[src/rtl/lcd_pkg.sv]
// Shared definitions for the LCD bus controllers: read-side FSM states,
// default timing, busy-flag position and the RS/RW line encodings.
package lcd_pkg;

    typedef enum logic [2:0] {
        IDLE,
        SETUP,
        PULSE,
        HOLD,
        CHECK,
        DONE
    } lcd_state_t;

    localparam int DEF_T_SETUP   = 2;
    localparam int DEF_T_PULSE   = 12;
    localparam int DEF_T_HOLD    = 2;
    localparam int DEF_MAX_POLLS = 255;

    localparam int BUSY_BIT = 7;

    // RS selects instruction vs data register; RW selects read vs write.
    localparam logic RS_INSTR = 1'b0;
    localparam logic RS_DATA  = 1'b1;
    localparam logic RW_WRITE = 1'b0;
    localparam logic RW_READ  = 1'b1;

endpackage

[src/rtl/lcd_phase_timer.sv]
// Loadable down-counter; last is high on the final cycle of a timed phase.
// Loading N-1 makes the phase that follows the load last exactly N cycles.
module lcd_phase_timer #(
    parameter int WIDTH = 4
) (
    input  logic             clk,
    input  logic             rst,
    input  logic             load,
    input  logic [WIDTH-1:0] load_value,
    output logic             last
);

    logic [WIDTH-1:0] count;

    always_ff @(posedge clk) begin
        if (rst) begin
            count <= '0;
        end else if (load) begin
            count <= load_value;
        end else if (count != '0) begin
            count <= count - WIDTH'(1);
        end
    end

    assign last = (count == '0);

endmodule

[src/rtl/lcd_busy_reader.sv]
// Polls the LCD busy flag with instruction-register read cycles until the
// panel reports not-busy or the poll budget is exhausted.
module lcd_busy_reader
    import lcd_pkg::*;
#(
    parameter int T_SETUP   = DEF_T_SETUP,
    parameter int T_PULSE   = DEF_T_PULSE,
    parameter int T_HOLD    = DEF_T_HOLD,
    parameter int MAX_POLLS = DEF_MAX_POLLS
) (
    input  logic       clk,
    input  logic       rst,
    input  logic       start,
    input  logic [7:0] db_in,
    output logic       rs,
    output logic       rw,
    output logic       e,
    output logic       bus_own,
    output logic       done,
    output logic       ready,
    output logic       timeout,
    output logic [6:0] addr
);

    localparam int T_MAX = (T_SETUP > T_PULSE) ? ((T_SETUP > T_HOLD) ? T_SETUP : T_HOLD)
                                               : ((T_PULSE > T_HOLD) ? T_PULSE : T_HOLD);
    localparam int TW = $clog2(T_MAX + 1);
    localparam int PW = $clog2(MAX_POLLS + 1);

    localparam logic [TW-1:0] SETUP_LOAD = TW'(T_SETUP - 1);
    localparam logic [TW-1:0] PULSE_LOAD = TW'(T_PULSE - 1);
    localparam logic [TW-1:0] HOLD_LOAD  = TW'(T_HOLD - 1);

    lcd_state_t    state;
    lcd_state_t    next_state;
    logic          timer_load;
    logic [TW-1:0] timer_value;
    logic          phase_last;
    logic [PW-1:0] poll_cnt;
    logic [PW-1:0] poll_inc;
    logic          poll_clr;
    logic          poll_step;
    logic          capture;
    logic          busy_cap;
    logic          next_reading;
    logic          rw_q;
    logic          e_q;
    logic          bus_q;
    logic          done_q;
    logic          ready_q;
    logic          timeout_q;
    logic [6:0]    addr_q;

    lcd_phase_timer #(
        .WIDTH(TW)
    ) u_timer (
        .clk       (clk),
        .rst       (rst),
        .load      (timer_load),
        .load_value(timer_value),
        .last      (phase_last)
    );

    assign poll_inc     = poll_cnt + PW'(1);
    assign next_reading = (next_state inside {SETUP, PULSE, HOLD, CHECK});

    // The timer is reloaded on the cycle that leaves a phase, so the next
    // phase starts with its full count.
    always_comb begin
        next_state  = state;
        timer_load  = 1'b0;
        timer_value = '0;
        poll_clr    = 1'b0;
        poll_step   = 1'b0;
        capture     = 1'b0;
        case (state)
            IDLE: begin
                if (start) begin
                    next_state  = SETUP;
                    timer_load  = 1'b1;
                    timer_value = SETUP_LOAD;
                    poll_clr    = 1'b1;
                end
            end
            SETUP: begin
                if (phase_last) begin
                    next_state  = PULSE;
                    timer_load  = 1'b1;
                    timer_value = PULSE_LOAD;
                end
            end
            PULSE: begin
                if (phase_last) begin
                    next_state  = HOLD;
                    timer_load  = 1'b1;
                    timer_value = HOLD_LOAD;
                    capture     = 1'b1;
                end
            end
            HOLD: begin
                if (phase_last) begin
                    next_state = CHECK;
                end
            end
            CHECK: begin
                if (!busy_cap) begin
                    next_state = DONE;
                end else begin
                    poll_step = 1'b1;
                    if (poll_inc == PW'(MAX_POLLS)) begin
                        next_state = DONE;
                    end else begin
                        next_state  = SETUP;
                        timer_load  = 1'b1;
                        timer_value = SETUP_LOAD;
                    end
                end
            end
            DONE: begin
                next_state = IDLE;
            end
            default: begin
                next_state = IDLE;
            end
        endcase
    end

    // Strobes are registered from the next state so e never glitches.
    always_ff @(posedge clk) begin
        if (rst) begin
            state  <= IDLE;
            e_q    <= 1'b0;
            rw_q   <= RW_WRITE;
            bus_q  <= 1'b0;
            done_q <= 1'b0;
        end else begin
            state  <= next_state;
            e_q    <= (next_state == PULSE);
            rw_q   <= next_reading ? RW_READ : RW_WRITE;
            bus_q  <= next_reading;
            done_q <= (next_state == DONE);
        end
    end

    always_ff @(posedge clk) begin
        if (rst) begin
            poll_cnt  <= '0;
            busy_cap  <= 1'b0;
            addr_q    <= '0;
            ready_q   <= 1'b0;
            timeout_q <= 1'b0;
        end else begin
            if (poll_clr) begin
                poll_cnt <= '0;
            end else if (poll_step) begin
                poll_cnt <= poll_inc;
            end
            if (capture) begin
                busy_cap <= db_in[BUSY_BIT];
                addr_q   <= db_in[6:0];
            end
            if (state == CHECK && next_state == DONE) begin
                ready_q   <= ~busy_cap;
                timeout_q <= busy_cap;
            end
        end
    end

    assign rs      = RS_INSTR;
    assign rw      = rw_q;
    assign e       = e_q;
    assign bus_own = bus_q;
    assign done    = done_q;
    assign ready   = ready_q;
    assign timeout = timeout_q;
    assign addr    = addr_q;

endmodule

[config.mk]
export PLATFORM = sky130hd
export DESIGN_NAME = lcd_busy_reader
export DESIGN_NICKNAME = d
export VERILOG_FILES = /design/src/rtl/lcd_pkg.sv /design/src/rtl/lcd_phase_timer.sv /design/src/rtl/lcd_busy_reader.sv
export SDC_FILE = /design/constraint.sdc
export NUM_CORES = 1
export LEC_CHECK = 0
export BUFFER_PORTS_ARGS = -buffer_cell sky130_fd_sc_hd__buf_2
export CAP_MARGIN = 30
export CORE_UTILIZATION = 52
export CTS_BUF_LIST = sky130_fd_sc_hd__clkbuf_8
export DETAILED_ROUTE_END_ITERATION = 8
export GPL_TIMING_DRIVEN = 0
export PLACE_DENSITY = 0.75
export REMOVE_ABC_BUFFERS = 1
export SLEW_MARGIN = 15
export SYNTH_ARGS = -nofsm -noshare
export SYNTH_HDL_FRONTEND = slang
export SYNTH_SLANG_ARGS = --single-unit
export TNS_END_PERCENT = 1
[constraint.sdc]
create_clock -name clk -period 6 [get_ports clk]
set_clock_uncertainty 0.2 [all_clocks]
set_input_delay 1.2 -clock clk [delete_from_list [all_inputs] [get_ports clk]]
set_output_delay 1.2 -clock clk [all_outputs]
set_load 0.02 [all_outputs]
# Word level (Yosys, flattened, before mapping)
# Index checks and enable logic that the tools add are counted.
[word_totals]
regBits = 29
inputBits = 11
out_inout_bits = 14
wordCells = 57
[classes]
n_addsub = 2
eq_ne = 10
mux = 25
bitwise_logic = 1
n_reduce_logical = 8
[ops]
columns = ["op", "count"]
rows = [
  ["3-bit 2-to-1 mux", 6],
  ["4-bit case mux with 4 select lines", 1],
  ["3-bit case mux with 5 select lines", 1],
  ["1-bit 2-to-1 mux", 13],
  ["3-bit by 2-bit equality test with 1-bit output, second input constant", 4],
  ["4-bit 2-to-1 mux", 3],
  ["3-bit equality test, second input constant", 3],
  ["8-bit by 1-bit adder with 8-bit output, second input constant", 1],
  ["8-bit equality test, second input constant", 1],
  ["4-bit nonzero test", 2],
  ["3-bit by 1-bit equality test with 1-bit output, second input constant", 2],
  ["4-bit logical NOT", 1],
  ["2-bit OR reduction", 2],
  ["4-bit by 1-bit subtractor with 4-bit output, second input constant", 1],
  ["3-bit logical NOT", 1],
  ["1-bit case mux with 3 select lines", 1],
  ["2-bit nonzero test", 1],
  ["1-bit logical AND", 1],
  ["1-bit inverter", 1],
]

# Longest topological paths before layout
[logic_depth]
word_depth = 8
mapped_depth = 8
depth_no_buf = 7

# By module
# A second synthesis with hierarchy kept.
[unflattened]
hier_cells = 144
hier_area_um2 = 1340.0
[by_module_without_submodules]
columns = ["module", "n_inst", "cells_per_inst", "area_each_um2", "seq_area_each_um2"]
rows = [
  ["lcd_busy_reader", 1, 120, 1111.1, 480.5],
  ["lcd_phase_timer", 1, 24, 229.0, 80.1],
]

# Worst setup path before layout
# OpenSTA, ideal clock, no wires.
[synth_path]
path_kind = "input-to-reg"
start = "input port start"
end = "register u_timer.count[3]"
setup_ns = 0.067
arrival_time_ns = 1.901
t_required_ns = 5.733
slack_ns = 3.832
path_stages = 4
n_path_buf = 0
path_cell_list = "mux2i_1 o22ai_2 or3_1 o21ai_2"
[synth_between]
elab_chain_len = 3
word_cells_on_any_way = 4
[synth_lines]
columns = ["item", "line_no", "rtl"]
rows = [
  ["start, declared", "lcd_busy_reader.sv:13", "input logic start,"],
  ["1-bit 2-to-1 mux *", "lcd_busy_reader.sv:78", "if (start) begin"],
  ["1-bit case mux with 3 select lines *", "lcd_busy_reader.sv:76", "case (state)"],
  ["4-bit 2-to-1 mux or 2-bit nonzero test (tied branches)", "--", ""],
  ["end signal, assigned", "lcd_phase_timer.sv:19", "count <= load_value;"],
  ["end signal, assigned", "lcd_phase_timer.sv:21", "count <= count - WIDTH'(1);"],
  ["end, declared", "lcd_phase_timer.sv:13", "logic [WIDTH-1:0] count;"],
]
# Every way passes the cells marked *; elsewhere a longest branch is shown, timed or not.
# A chain may end at the register's enable or synchronous reset.

# Final worst setup path
[layout_path]
start = "register state[2]"
end = "register poll_cnt[7]"
[layout_between]
elab_chain_len = 3
word_cells_on_any_way = 5
[layout_lines]
columns = ["item", "line_no", "rtl"]
rows = [
  ["start, declared", "lcd_busy_reader.sv:34", "lcd_state_t state;"],
  ["start signal, assigned", "lcd_busy_reader.sv:137", "state <= next_state;"],
  ["3-bit logical NOT", "lcd_busy_reader.sv:76", ""],
  ["1-bit 2-to-1 mux", "lcd_busy_reader.sv:76", ""],
  ["2-bit OR reduction (no source line)", "--", ""],
  ["end signal, assigned", "lcd_busy_reader.sv:156", "poll_cnt <= poll_inc;"],
  ["end, declared", "lcd_busy_reader.sv:39", "logic [PW-1:0] poll_cnt;"],
]
# Parallel ways exist; a longest one is shown, timed or not.

==> results by group <==
Timing
  • Final Max Tran Viols: 0
  • Setup Viol. Count Final: 0
  • Max Clock Freq: 0.410 GHz
  • Final Hold Viols: 0
  • Worst setup margin: 3.56 ns
  • Final hold slack: 0.302 ns
  • Fin crit share: 40.7%
  • Worst Tran Pin Value: 0.929 ns
  • Period minus WS final: 2.44 ns
  • RSZ-0062 raised after global routing: no
  • Sum Neg Setup Slack: 0 ns
  • Slew HR: 37.2%

Global route
  • Largest net degree at the start of global routing: 21
  • Overflow after GRT: 0
  • GR Util All Layers: 20.1%
  • Vias in the first global route: about 1000
  • First-pass GRT wire length: 4310 microns
  • Initial antenna violation count: 0

Die
  • Ports: 25
  • DIE HEIGHT: approximately 53 microns
  • Initial Util: between 50% and 60%
  • Core box area: 2500 sq um
  • Die X: 53.4 microns
  • Die ar.: 2860 sq um
  • FP Rows: 18

Flow run
  • Max-cap violations: 0

Clock tree
  • Worst-skew pair later-pin latency: 0.27 ns
  • Sink Count: 28
  • Post-CTS Hold Fix Bufs: 0
  • TritonCTS Buffers: 3
  • H-Tree Level Count: 1
  • CTS tree: built
  • Post-cts resize count: 0
  • Clock-pin slew on the worst setup and hold paths: 0.09 ns
  • Clk buf depth: 2
  • Setup Buffers After CTS: 0
  • Root Driver: clkbuf_8

Setup path
  • CP peak stage delay: 0.89 ns
  • Critical path class: register to register
  • CP arrival: around 2.4 ns
  • Crit Path Max Fanout: 10
  • Worst reg-to-reg setup slack: 3.56 ns
  • Crit end category: register
  • CP cell instances: nor4bb_2 > nand3_1 > or2_2 > xor2_1 > nor2_1
  • CP Data Required Time: 5.96 ns
  • Slowest cell on crit path: nor4bb_2
  • Setup crit start kind: register

Placement
  • Post-DP HPWL: 1840 microns
  • Placer Congestion: 0.751
  • PortBufs: 23
  • Place WS: 3.53 ns

Yosys
  • EDFF count, synth: 0
  • Synth area leader: dfxtp_1
  • Sequential fraction of the synthesis area: 40.7%
  • Synth top area cells: dfxtp_1 41%, mux2i_1 6.5%, nor2_1 5.7%, xor2_1 4.5%, nand3_1 2.9%
  • Post-synthesis compound-gate area fraction: ~15%
  • Asr flop ratio synth: 0%
  • Synth warnings: 0
  • Post-Synth XOR/XNOR Area: 6.36%
  • Largest family of logic cells by synthesized area: simple AND/OR/NAND/NOR gates
  • Mapped cell area: approximately 1400 sq um
  • Post-synthesis mux area share: about 6.5%
  • Post-synthesis simple-gate area fraction: 21.9%
  • Yosys cell types: 47
  • Post-synthesis adder-cell area fraction: ~2.7%
  • Post-synthesis register bit count: 28
  • Synth Flop Type: dfxtp_1
  • Syn Inst Count: 152
  • Syn_area_per_cell: between 9 and 10 sq um
  • Yosys top cell area share: 40.7%

Routing
  • DRT iter0 DRCs: 17
  • DR DRC count: 0
  • Drt total wl: 2430 microns
  • WL met2: 1250 microns
  • Via count: 1077
  • Average vias per placed instance: 5.44
  • Drt first pass iters: 4
  • DRT met1 WL: between 1000 and 1500 microns
  • WL/cell: 12.3 microns
  • Routed met3 length: 49 microns
  • Remaining antenna violation count: 0
  • Top routing layer used: met4

Layout
  • Area Overhead vs Synth: 11.4%
  • Fin nets: 183
  • Multi-input logic area: between 700 and 800 sq um
  • Register Area: 561 sq um
  • Fill count: around 220
  • Share of cells above drive strength 1: between 20% and 30%
  • Fin util: 61.3%
  • Diode count: 0

Hold path
  • Worst hold path class: register to register

Power and ir drop
  • PD cells: approximately 330 nW/um^2
  • Static Leak: between 0.6 and 0.7 nW
  • Tot Pwr: 0.501 mW
  • Worst VDD drop: 224 uV

Status
  • Status: finished clean
flip-flops by register name (all words and copies together) (netlist names):
name	count
u_timer.count	4
busy_cap	1
e	1
done	1
state	3
poll_cnt	8
rw	1
timeout	1
addr	7
ready	1
report_power, final:
part / switching (mW) / leakage (nW) / total [mW] / internal (mW)
registers: 0.0258 / 0.227 / 0.234 / 0.208
logic: 0.0863 / 0.403 / 0.155 / 0.0688
clock network: 0.0538 / 0.0288 / 0.112 / 0.0586
logic make-up after synthesis:
| logic type | after synthesis |
|---|---|
| flip-flops | 28 |
| buffers and inverters | 18 |
| multiplexers | 9 |
| XOR/XNOR | 10 |
| other | 1 |
| AND/OR/NAND/NOR | 56 |
| AO/OA/AOI/OAI | 27 |
| adder cells (fa/ha/maj) | 3 |
worst max-delay path, delay by kind of cell (launching register included):
family	cells	cell delay, ns
simple gates	4	1.46
flops	1	0.53
xor+xnor	1	0.14
cell type report:
type | instances | area share, %
repair buffers | 23 | 7.51
flip-flops and latches | 28 | 36.6
well taps | 30 | 2.45
inverters | 7 | 1.71
clock buffers | 4 | 3.59
multi-input cells | 106 | 48.2
path summary, 6_finish.rpt:
kind | depth (start not counted) | end | start
max | 5 | poll_cnt[7] | state[2]
min | 2 | addr[1] | addr[1]
max reg2reg | 5 | poll_cnt[7] | state[2]
min reg2reg | 2 | addr[1] | addr[1]
cell usage after synthesis, types with 3 or more instances:
| cell | n |
|---|---|
| nor2_1 | 21 |
| clkbuf_1 | 4 |
| nor3_1 | 4 |
| a21oi_1 | 3 |
| xnor2_1 | 3 |
| xor2_1 | 7 |
| mux2i_1 | 9 |
| a211oi_1 | 3 |
| o21ai_0 | 3 |
| inv_1 | 7 |
| dfxtp_1 | 28 |
| ha_1 | 3 |
| buf_2 | 4 |
| buf_4 | 3 |
| nand3_1 | 8 |
| nand2_1 | 5 |
per-layer routing:
layer,vias up,GRT usage (%)
met5,-,0
met1,505,23.6
met4,0,2.63
li1,562,-
met3,2,4.31
met2,8,37.3
layout by cell type, fill, tap and decap left out, drive strengths merged, types with 3 or more instances in the layout:
master and instances:
dfxtp 28, buf 23, nor2 21, mux2i 9
nand3 8, inv 7, xor2 7, nand2 5
o21ai 5, nor3 4, clkbuf 4, a211oi 4
or3 4, a21oi 3, xnor2 3, ha 3
nand4 3
metrics by stage:
step | cell area (sq um) | cells
2_1_floorplan | 1320 | 141
3_3_place_gp | 1470 | 194
3_5_place_dp | 1480 | 194
4_1_cts | 1530 | 198
5_1_grt | 1530 | 198
6_report | 1530 | 198
Note: power is estimated with default switching activity, not from simulation.
